==> src/rtl/dmem_pkg.sv <==
// Shared encodings for the data memory: access sizes, FSM states and the
// wait-state counter width, plus the alignment/legality rule.
package dmem_pkg;

    typedef enum logic [1:0] {
        SZ_BYTE = 2'b00,
        SZ_HALF = 2'b01,
        SZ_WORD = 2'b10,
        SZ_RSVD = 2'b11
    } size_e;

    typedef enum logic [1:0] {
        ST_IDLE = 2'b00,
        ST_WAIT = 2'b01,
        ST_RESP = 2'b10
    } state_e;

    // WAIT_STATES tops out at 15, so a 4-bit down-counter is enough.
    localparam int WS_CNT_W = 4;

    function automatic logic access_fault(input logic [1:0] size, input logic [1:0] offset);
        case (size_e'(size))
            SZ_BYTE: access_fault = 1'b0;
            SZ_HALF: access_fault = offset[0];
            SZ_WORD: access_fault = (offset != 2'b00);
            default: access_fault = 1'b1;
        endcase
    endfunction

endpackage

==> src/rtl/dmem_align.sv <==
// Combinational byte-lane steering between a 32-bit storage word and the
// right-justified bus data, with endianness ordering and sign/zero extension.
module dmem_align
    import dmem_pkg::*;
#(
    parameter bit BIG_ENDIAN = 1'b1
) (
    input  logic [1:0]  i_size,
    input  logic        i_sign_ext,
    input  logic [1:0]  i_offset,
    input  logic [31:0] i_wdata,
    input  logic [31:0] i_rword,
    output logic [31:0] o_wword,
    output logic [3:0]  o_byte_en,
    output logic [31:0] o_rdata
);

    // Lane k holds the byte at word-base address + k.
    logic [7:0]  w_lane [4];
    logic [7:0]  w_byte;
    logic [15:0] w_half;
    logic [31:0] w_word;
    logic [1:0]  w_half_lo;
    logic [1:0]  w_half_hi;

    generate
        for (genvar gi = 0; gi < 4; gi++) begin : g_lane
            assign w_lane[gi] = i_rword[8*gi +: 8];
        end
    endgenerate

    assign w_half_lo = {i_offset[1], 1'b0};
    assign w_half_hi = {i_offset[1], 1'b1};

    always_comb begin
        w_byte = w_lane[i_offset];
        w_half = BIG_ENDIAN ? {w_lane[w_half_lo], w_lane[w_half_hi]}
                            : {w_lane[w_half_hi], w_lane[w_half_lo]};
        w_word = BIG_ENDIAN ? {w_lane[0], w_lane[1], w_lane[2], w_lane[3]} : i_rword;
        case (size_e'(i_size))
            SZ_BYTE: o_rdata = {{24{i_sign_ext & w_byte[7]}}, w_byte};
            SZ_HALF: o_rdata = {{16{i_sign_ext & w_half[15]}}, w_half};
            SZ_WORD: o_rdata = w_word;
            default: o_rdata = '0;
        endcase
    end

    // Write data is replicated across lanes; the byte enables pick the target.
    always_comb begin
        case (size_e'(i_size))
            SZ_BYTE: begin
                o_wword   = {4{i_wdata[7:0]}};
                o_byte_en = 4'b0001 << i_offset;
            end
            SZ_HALF: begin
                o_wword   = BIG_ENDIAN ? {2{i_wdata[7:0], i_wdata[15:8]}} : {2{i_wdata[15:0]}};
                o_byte_en = i_offset[1] ? 4'b1100 : 4'b0011;
            end
            SZ_WORD: begin
                o_wword   = BIG_ENDIAN ? {i_wdata[7:0], i_wdata[15:8], i_wdata[23:16], i_wdata[31:24]}
                                       : i_wdata;
                o_byte_en = 4'b1111;
            end
            default: begin
                o_wword   = '0;
                o_byte_en = 4'b0000;
            end
        endcase
    end

endmodule

==> src/rtl/data_memory_sync.sv <==
// Byte-addressed data memory with configurable wait states, endianness and
// alignment faults; a three-state FSM sequences each access.
module data_memory_sync
    import dmem_pkg::*;
#(
    parameter int ADDR_W      = 8,
    parameter int WAIT_STATES = 1,
    parameter bit BIG_ENDIAN  = 1'b1
) (
    input  logic              clk,
    input  logic              rst_n,
    input  logic              req,
    input  logic              we,
    input  logic [1:0]        size,
    input  logic              sign_ext,
    input  logic [ADDR_W-1:0] addr,
    input  logic [31:0]       wdata,
    output logic [31:0]       rdata,
    output logic              ack,
    output logic              fault
);

    localparam int DEPTH = 2 ** (ADDR_W - 2);

    logic [31:0] r_mem [0:DEPTH-1];

    state_e              r_state;
    logic [WS_CNT_W-1:0] r_cnt;
    logic                r_we;
    logic [1:0]          r_size;
    logic                r_sext;
    logic [ADDR_W-1:0]   r_addr;
    logic [31:0]         r_wdata;
    logic [31:0]         r_rdata;
    logic                r_ack;
    logic                r_fault;

    logic                w_idle;
    logic                w_bad;
    logic                w_commit;
    logic                w_sel_we;
    logic [1:0]          w_sel_size;
    logic                w_sel_sext;
    logic [ADDR_W-1:0]   w_sel_addr;
    logic [31:0]         w_sel_wdata;
    logic [31:0]         w_rword;
    logic [31:0]         w_wword;
    logic [3:0]          w_byte_en;
    logic [31:0]         w_rd_data;

    assign w_idle = (r_state == ST_IDLE);
    assign w_bad  = access_fault(size, addr[1:0]);

    // With no wait states the access commits on the accepting edge itself,
    // so the live inputs are used while still in IDLE.
    assign w_sel_we    = w_idle ? we       : r_we;
    assign w_sel_size  = w_idle ? size     : r_size;
    assign w_sel_sext  = w_idle ? sign_ext : r_sext;
    assign w_sel_addr  = w_idle ? addr     : r_addr;
    assign w_sel_wdata = w_idle ? wdata    : r_wdata;

    assign w_commit = rst_n &&
                      ((w_idle && req && !w_bad && (WAIT_STATES == 0)) ||
                       (r_state == ST_WAIT && r_cnt == '0));

    assign w_rword = r_mem[w_sel_addr[ADDR_W-1:2]];

    dmem_align #(
        .BIG_ENDIAN (BIG_ENDIAN)
    ) u_align (
        .i_size     (w_sel_size),
        .i_sign_ext (w_sel_sext),
        .i_offset   (w_sel_addr[1:0]),
        .i_wdata    (w_sel_wdata),
        .i_rword    (w_rword),
        .o_wword    (w_wword),
        .o_byte_en  (w_byte_en),
        .o_rdata    (w_rd_data)
    );

    always_ff @(posedge clk) begin
        if (w_commit && w_sel_we) begin
            for (int i = 0; i < 4; i++) begin
                if (w_byte_en[i]) begin
                    r_mem[w_sel_addr[ADDR_W-1:2]][8*i +: 8] <= w_wword[8*i +: 8];
                end
            end
        end
    end

    always_ff @(posedge clk or negedge rst_n) begin
        if (!rst_n) begin
            r_state <= ST_IDLE;
            r_cnt   <= '0;
            r_we    <= 1'b0;
            r_size  <= '0;
            r_sext  <= 1'b0;
            r_addr  <= '0;
            r_wdata <= '0;
            r_rdata <= '0;
            r_ack   <= 1'b0;
            r_fault <= 1'b0;
        end else begin
            r_ack   <= 1'b0;
            r_fault <= 1'b0;
            if (w_commit && !w_sel_we) begin
                r_rdata <= w_rd_data;
            end
            case (r_state)
                ST_IDLE: begin
                    if (req) begin
                        r_we    <= we;
                        r_size  <= size;
                        r_sext  <= sign_ext;
                        r_addr  <= addr;
                        r_wdata <= wdata;
                        if (w_bad) begin
                            r_state <= ST_RESP;
                            r_ack   <= 1'b1;
                            r_fault <= 1'b1;
                        end else if (WAIT_STATES == 0) begin
                            r_state <= ST_RESP;
                            r_ack   <= 1'b1;
                        end else begin
                            r_state <= ST_WAIT;
                            r_cnt   <= WS_CNT_W'(WAIT_STATES - 1);
                        end
                    end
                end
                ST_WAIT: begin
                    if (r_cnt == '0) begin
                        r_state <= ST_RESP;
                        r_ack   <= 1'b1;
                    end else begin
                        r_cnt <= r_cnt - 1'b1;
                    end
                end
                default: r_state <= ST_IDLE;
            endcase
        end
    end

    assign rdata = r_rdata;
    assign ack   = r_ack;
    assign fault = r_fault;

endmodule

==> config.mk <==
export PLATFORM = sky130hd
export DESIGN_NAME = data_memory_sync
export DESIGN_NICKNAME = d
export VERILOG_FILES = /design/src/rtl/dmem_pkg.sv /design/src/rtl/dmem_align.sv /design/src/rtl/data_memory_sync.sv
export SDC_FILE = /design/constraint.sdc
export NUM_CORES = 2
export LEC_CHECK = 0
export ABC_AREA = 1
export CAP_MARGIN = 20
export CORE_ASPECT_RATIO = 1.2
export CORE_MARGIN = 5
export CORE_UTILIZATION = 25
export DETAILED_ROUTE_END_ITERATION = 10
export GPL_ROUTABILITY_DRIVEN = 1
export GPL_TIMING_DRIVEN = 0
export HOLD_SLACK_MARGIN = 0.08
export PLACE_DENSITY = 0.39
export RECOVER_POWER = 100
export SYNTH_ARGS = -nofsm -noshare
export SYNTH_HDL_FRONTEND = slang
export SYNTH_HIERARCHICAL = 1
export SYNTH_SLANG_ARGS = --single-unit
==> constraint.sdc <==
create_clock -name clk -period 4.85 [get_ports clk]
set_clock_uncertainty 0.15 [all_clocks]
set_input_delay 0.7275 -clock clk [delete_from_list [all_inputs] [get_ports clk]]
set_output_delay 0.7275 -clock clk [all_outputs]
set_load 0.005 [all_outputs]
### Word level (Yosys, flattened, before mapping)

Memories as Yosys holds them, arrays and structs flattened.
Cells that the tools add are included.

| cells by class | value |
|---|---|
| add/subtract/negate cells | 1 |
| magnitude comparators | 3 |
| equal/unequal tests | 9 |
| shifts and indexed selects | 1 |
| mux-type cells | 44 |
| bitwise logic cells | 5 |
| reduce and logical (&&, ||, !) cells | 14 |

Operator list:

| kind | number |
|---|---|
| 32-bit case mux with 3 select lines | 2 |
| 8-bit 2-to-1 mux | 7 |
| 8-bit binary-select mux with 2-bit select | 3 |
| 32-bit 2-to-1 mux | 1 |
| 1-bit 2-to-1 mux | 18 |
| 4-bit 2-to-1 mux | 4 |
| 4-bit case mux with 3 select lines | 1 |
| 3-bit greater-or-equal comparator (second input constant) | 3 |
| 2-bit inverter with 3-bit output | 3 |
| 2-bit 2-to-1 mux | 4 |
| 4-bit case mux with 2 select lines | 1 |
| 2-bit by 1-bit equality test with 1-bit output (second input constant) | 3 |
| 2-bit zero test | 3 |
| 2-bit != test (second input constant) | 3 |
| 2-bit equality test (second input constant) | 2 |
| 1-bit logical AND | 4 |
| 4-bit zero test | 1 |
| 2-bit case mux with 2 select lines | 1 |
| 2-bit AND reduction | 2 |
| 4-bit AND reduction | 1 |
| 2-bit nonzero test | 2 |
| 1-bit by 2-bit << shifter with 4-bit output (first input constant) | 1 |
| 4-bit by 1-bit subtractor with 4-bit output (second input constant) | 1 |
| 1-bit case mux with 3 select lines | 1 |
| 4 further kinds | 5 |

| storage, ports and cells | value |
|---|---|
| flip-flop bits (word level) | 84 |
| memory bits (writable) | 2048 |
| output and inout bits | 34 |
| word-level logic and storage cells | 88 |
| memories kept | 1 |

Memories:

| memory | depth | width | rd ports | clocked after Yosys merged registers in | wr ports | RTL line | text |
|---|---|---|---|---|---|---|---|
| r_mem | 64 | 32 | 1 | 0 | 1 | data_memory_sync.sv:25 | `logic [31:0] r_mem [0:DEPTH-1];` |

### Depth between registers and ports, before layout

| logic depth | value |
|---|---|
| word-level depth | 8 |
| gate-level depth with buffers | 22 |

### Cells and area by module

Netlist, hierarchy kept.

By module, submodules not included:

| module | instances | cells an instance | area an instance (µm²) | seq. area each (µm²) |
|---|---|---|---|---|
| data_memory_sync | 1 | 9188 | 92747.7 | 63601.0 |
| dmem_align | 1 | 339 | 1517.7 | 0.0 |

### Least setup slack after synthesis

OpenSTA, ideal clock, no wires.

| path | value |
|---|---|
| path type | reg2reg |
| start | register r_state[0] |
| end | memory r_mem[0][10] (data pin) |
| library setup time | 0.701 ns |
| arrival time | 3.881 ns |
| data required time | 3.999 ns |
| slack | 0.117 ns |
| cell stages (with the launch flop) | 9 |
| path buffers | 2 |
| clock period less this slack | 4.733 ns |
| cell sequence | dfrtp_1 -> inv_1 -> nand2_2 -> clkbuf_1 -> clkbuf_1 -> nand2_1 -> o21ai_0 -> inv_1 -> o21ai_0 |

RTL lines:

| what | RTL line | text |
|---|---|---|
| from (decl) | data_memory_sync.sv:27 | `state_e r_state;` |
| from (signal assigned) | data_memory_sync.sv:93 | `r_state <= ST_IDLE;` |
| from (signal assigned) | data_memory_sync.sv:118 | `r_state <= ST_RESP;` |
| from (signal assigned) | data_memory_sync.sv:122 | `r_state <= ST_RESP;` |
| 2-bit zero test | data_memory_sync.sv:51 | `assign w_idle = (r_state == ST_IDLE);` |
| 32-bit 2-to-1 mux | data_memory_sync.sv:60 | `assign w_sel_wdata = w_idle ? wdata : r_wdata;` |
| via w_sel_wdata[2] | data_memory_sync.sv:45 | `logic [31:0] w_sel_wdata;` |
| 32-bit case mux with 3 select lines | dmem_align.sv:50 | `case (size_e'(i_size))` |
| via w_wword[10] | data_memory_sync.sv:47 | `logic [31:0] w_wword;` |
| to (decl) | data_memory_sync.sv:25 |  |

The timed path passes the listed nets, and every way through them passes these cells.

### Worst setup path in the final report

| path | value |
|---|---|
| start | register r_state[1] |
| end | memory r_mem[30][7], enable pin |

| between the ends | value |
|---|---|
| cells in the longest elaborated chain, start to end | 7 |

RTL lines:

| what | RTL line | text |
|---|---|---|
| 2-bit zero test | data_memory_sync.sv:51 |  |
| 2-bit 2-to-1 mux or 8-bit 2-to-1 mux (tied branches) | data_memory_sync.sv:57, data_memory_sync.sv:59 |  |
| 2-bit equality test, or another cell as far along | dmem_align.sv:50 |  |
| 4-bit case mux with 3 select lines | dmem_align.sv:50 |  |
| 1-bit 2-to-1 mux | data_memory_sync.sv:84 | `if (w_byte_en[i]) begin` |
| 1-bit 2-to-1 mux | data_memory_sync.sv:82 | `if (w_commit && w_sel_we) begin` |
| 1-bit 2-to-1 mux (implied by the code) | data_memory_sync.sv:85 | `r_mem[w_sel_addr[ADDR_W-1:2]][8*i +: 8] <= w_wword[8*i +: 8];` |

Several ways; a longest one is shown, not always the timed one.

==> flow_summary.ini <==
[power]
pwr-share-comb = 0.485
powerDensity_mw_per_mm2 = 734
switching_share = 0.482
ir_drop_v = 0.000714
p_int_mw = 42.9
p_sw_mw = 40.0
power_frac_seq = 0.304
p_leak_nw = 48.2
clockPowerShare = 0.211

[setup_path]
timing.rr.end = r_mem[30][7]
worstSetupPathType = register to register
worstPathMaxFanout = 10
r2r_start = r_state[1]
cp.arrival_ps = 5250
crit_path_end = r_mem[30][7]
cp.required_ps = 5190
r2r_setup_slack_ps = -60
rr_worst_depth = 10
cp-start-kind = register
startpoint = r_state[1]
end_kind = register

[clock_tree]
numCtsBuffers = 238
cts-root-buf = clkbuf_16
cts-htree-levels = 4
cts_tree = yes
clk_pin_slew_worst_paths_ps = 70
clock_sinks = 2132
clock_path_buffers = 4
clk_latency_ps = 950

[detailed_routing]
viasPerCell = 4.47
num_vias = 68100
drt_iter0_markers = 6821
drcViolationCount = 0
first_pass_iters = 7
postRouteAntennaNets = 0
wl_per_cell_um = 27.7
drt_wl_total_um = 422000

[timing]
worstMarginPinSlew_ps = 1740
setup_tns_ps = -103
rsz0062_at_grt = true
setup_ws_ps = -57.9
setup_violations = 4
finalHoldViolations = 0
relSlewSlack = -0.159
timing.final.crit_share = 1.01
slew_viol_final = 17
fmax_mhz = 204
period_minus_slack_ps = 4910
hold_ws_ps = 235

[placement]
io_buffers = 80
pre_cts_ws_ps = -1820
dp_hpwl_um = 317000
gp_congestion = 0.953

[finish]
seq_area_mm2 = 0.0636
areaGrowthSynthToFinish_pct = 19.8
fillCellCount = 39200
final_nets = 10100
multiInputGateArea_mm2 = 0.0219
drive_above_1_share = 0.118

[grt]
antenna_found_initial = 29
grtUsageTotal = 0.211
grt_pass1_wl_um = 561000
grt_max_degree = 65
gr-total-overflow = 0
grt_pass1_vias = 64500

[yosys]
synth_warnings = 6
synth_cell_type_count = 33
yosysSeqAreaShare = 0.675
syn_area_per_cell_um2 = 9.89
synthXorXnorAreaFrac = 0.000186
synth_compound_area_frac = 0.0168
synthMuxAreaShare = 0.00382
synth_fa_ha_area_frac = 0.000265
synth_cells = 9527
synth.ff_latch_count = 2132
synth_top_family_by_area = simple AND/OR/NAND/NOR gates
synth_simple_gate_area_share = 0.198
syn_area_mm2 = 0.0943
syn_nets = 9576

[floorplan]
start_util = 0.250
core_area_mm2 = 0.376
ioPinCount = 81
rows = 247
dieArea_mm2 = 0.389
die_w_um = 571
die_h_um = 683

[job]
cap_violations = 1

[status]
outcome = finished with violations
violations = capacitance limit, slew limit, setup timing

[worst_hold_path]
hp-class = primary input to async pin
-- flip-flops by register name, indices dropped and copies added (netlist names) --
name / cells
r_cnt: 4
r_size: 2
r_state: 2
r_wdata: 32
ack: 1
r_addr: 8
r_we: 1
r_sext: 1
rdata: 32
fault: 1
r_mem: 2048
-- cell usage in the layout, fill, tap and decap left out, types with 77 or more instances in the layout --
master,Yosys,routed
nand2_1,2954,2929
inv_1,2115,2115
edfxtp_1,2048,2048
nand3_1,1046,1042
clkbuf_16,0,240
buf_2,292,238
clkbuf_1,128,149
nor2_1,337,141
nor2_2,6,135
o21ai_0,159,129
o21ai_1,115,107
nand4_1,97,97
dfrtp_1,84,84
buf_4,6,77
-- layout make-up --
type | instances | area share
diodes | 12 | 0.000266
flip-flops and latches | 2132 | 0.563
plain buffers | 439 | 0.0202
well taps | 4980 | 0.0552
repair buffers | 271 | 0.0328
multi-input cells | 4836 | 0.194
clock buffers | 309 | 0.0559
inverters | 2120 | 0.0705
clock inverters | 116 | 0.00807
-- metal layers --
layer	GRT usage	vias up	part of all wire
li1	-	31100	-
met1	0.258	33800	0.39
met2	0.354	2469	0.47
met3	0.0338	743	0.062
met4	0.122	2	0.069
met5	0	-	0.000031
-- power by group through the flow --
stage	clock network, mW	logic [mW]	registers [mW]
2_1_floorplan	0	15.8	25.9
3_3_place_gp	0	35.7	26.0
3_5_place_dp	0	39.4	25.5
4_1_cts	17.8	40.0	25.1
5_1_grt	18.5	41.7	25.2
6_report	17.5	40.2	25.2
-- worst min-delay path by stage --
stage	end	slack, ps	cells after the start
detailed placement	r_wdata[27]	320	2
CTS	rdata[1]	190	2
finish	rdata[7]	240	2
floorplan	ack	280	0
global route	r_wdata[21]	230	2
global placement	r_we	320	2
-- critical path, cell delays in order, from the launching register on --
cell and delay [ps]:
dfrtp_1 420, nor2_4 100, buf_4 180, nand2_1 70, nand2_1 100, nor2_2 360, buf_2 590, inv_1 170
nor2_2 640, nand2_1 680, nor2_2 1010
-- through the flow --
stage                     power, mW  area, um2   util  instances
after floorplan                41.7      94300      -       9527
after global placement         61.7     101000  0.269      14600
after detailed placement       64.9     104000  0.277      14800
after CTS                      83.0     113000  0.299      15200
after global routing           85.4     113000  0.300      15200
final                          82.8     113000  0.300      15200
-- cell families (layout without fill, tap and decap cells) --
logic type / Yosys count / count (layout)
simple gates: 4495 / 4495
buf+inv: 2559 / 3255
flops: 2132 / 2132
compound gates: 305 / 305
mux: 32 / 32
fa+ha+maj: 2 / 2
xor+xnor: 2 / 2
other cells: 0 / 12
-- repair_timing --
action                     in CTS  in global routing
hold buffers                    1                  0
setup endpoints to repair    1323                301
hold endpoints to repair       84                  0
gates resized for setup       305                 97
buffers inserted               16                  0
pin swaps                      14                  1
-- synth_stat cells --
master    count  area share
a21oi_1      14     0.00074
nor2_1      337       0.013
ha_1          2     0.00027
nand4_1      97      0.0064
nand3_1    1046       0.056
dfrtp_1      84       0.022
buf_2       292       0.016
mux2_2       32      0.0038
nand3_4       2     0.00037
nand2_2       8     0.00053
nor2_2        6     0.00040
inv_2         3     0.00012
nor3_2        7     0.00074
or2_2        32      0.0021
o21ai_2       3     0.00028
o311ai_0      1    0.000093
o21ai_0     159      0.0084
nand2_1    2954        0.12
a22oi_1       8     0.00064
o31ai_1       2     0.00016
nor2_4        4     0.00048
clkbuf_1    128      0.0051
o22ai_1       1    0.000066
buf_4         6     0.00048
o21ai_1     115      0.0061
nor3_1        2     0.00011
o31ai_2       2     0.00027
xor2_1        2     0.00019
buf_6         5     0.00060
buf_1         8     0.00032
edfxtp_1   2048        0.65
inv_1      2115       0.084
inv_4         2     0.00013
(Power assumes the default switching activity.)
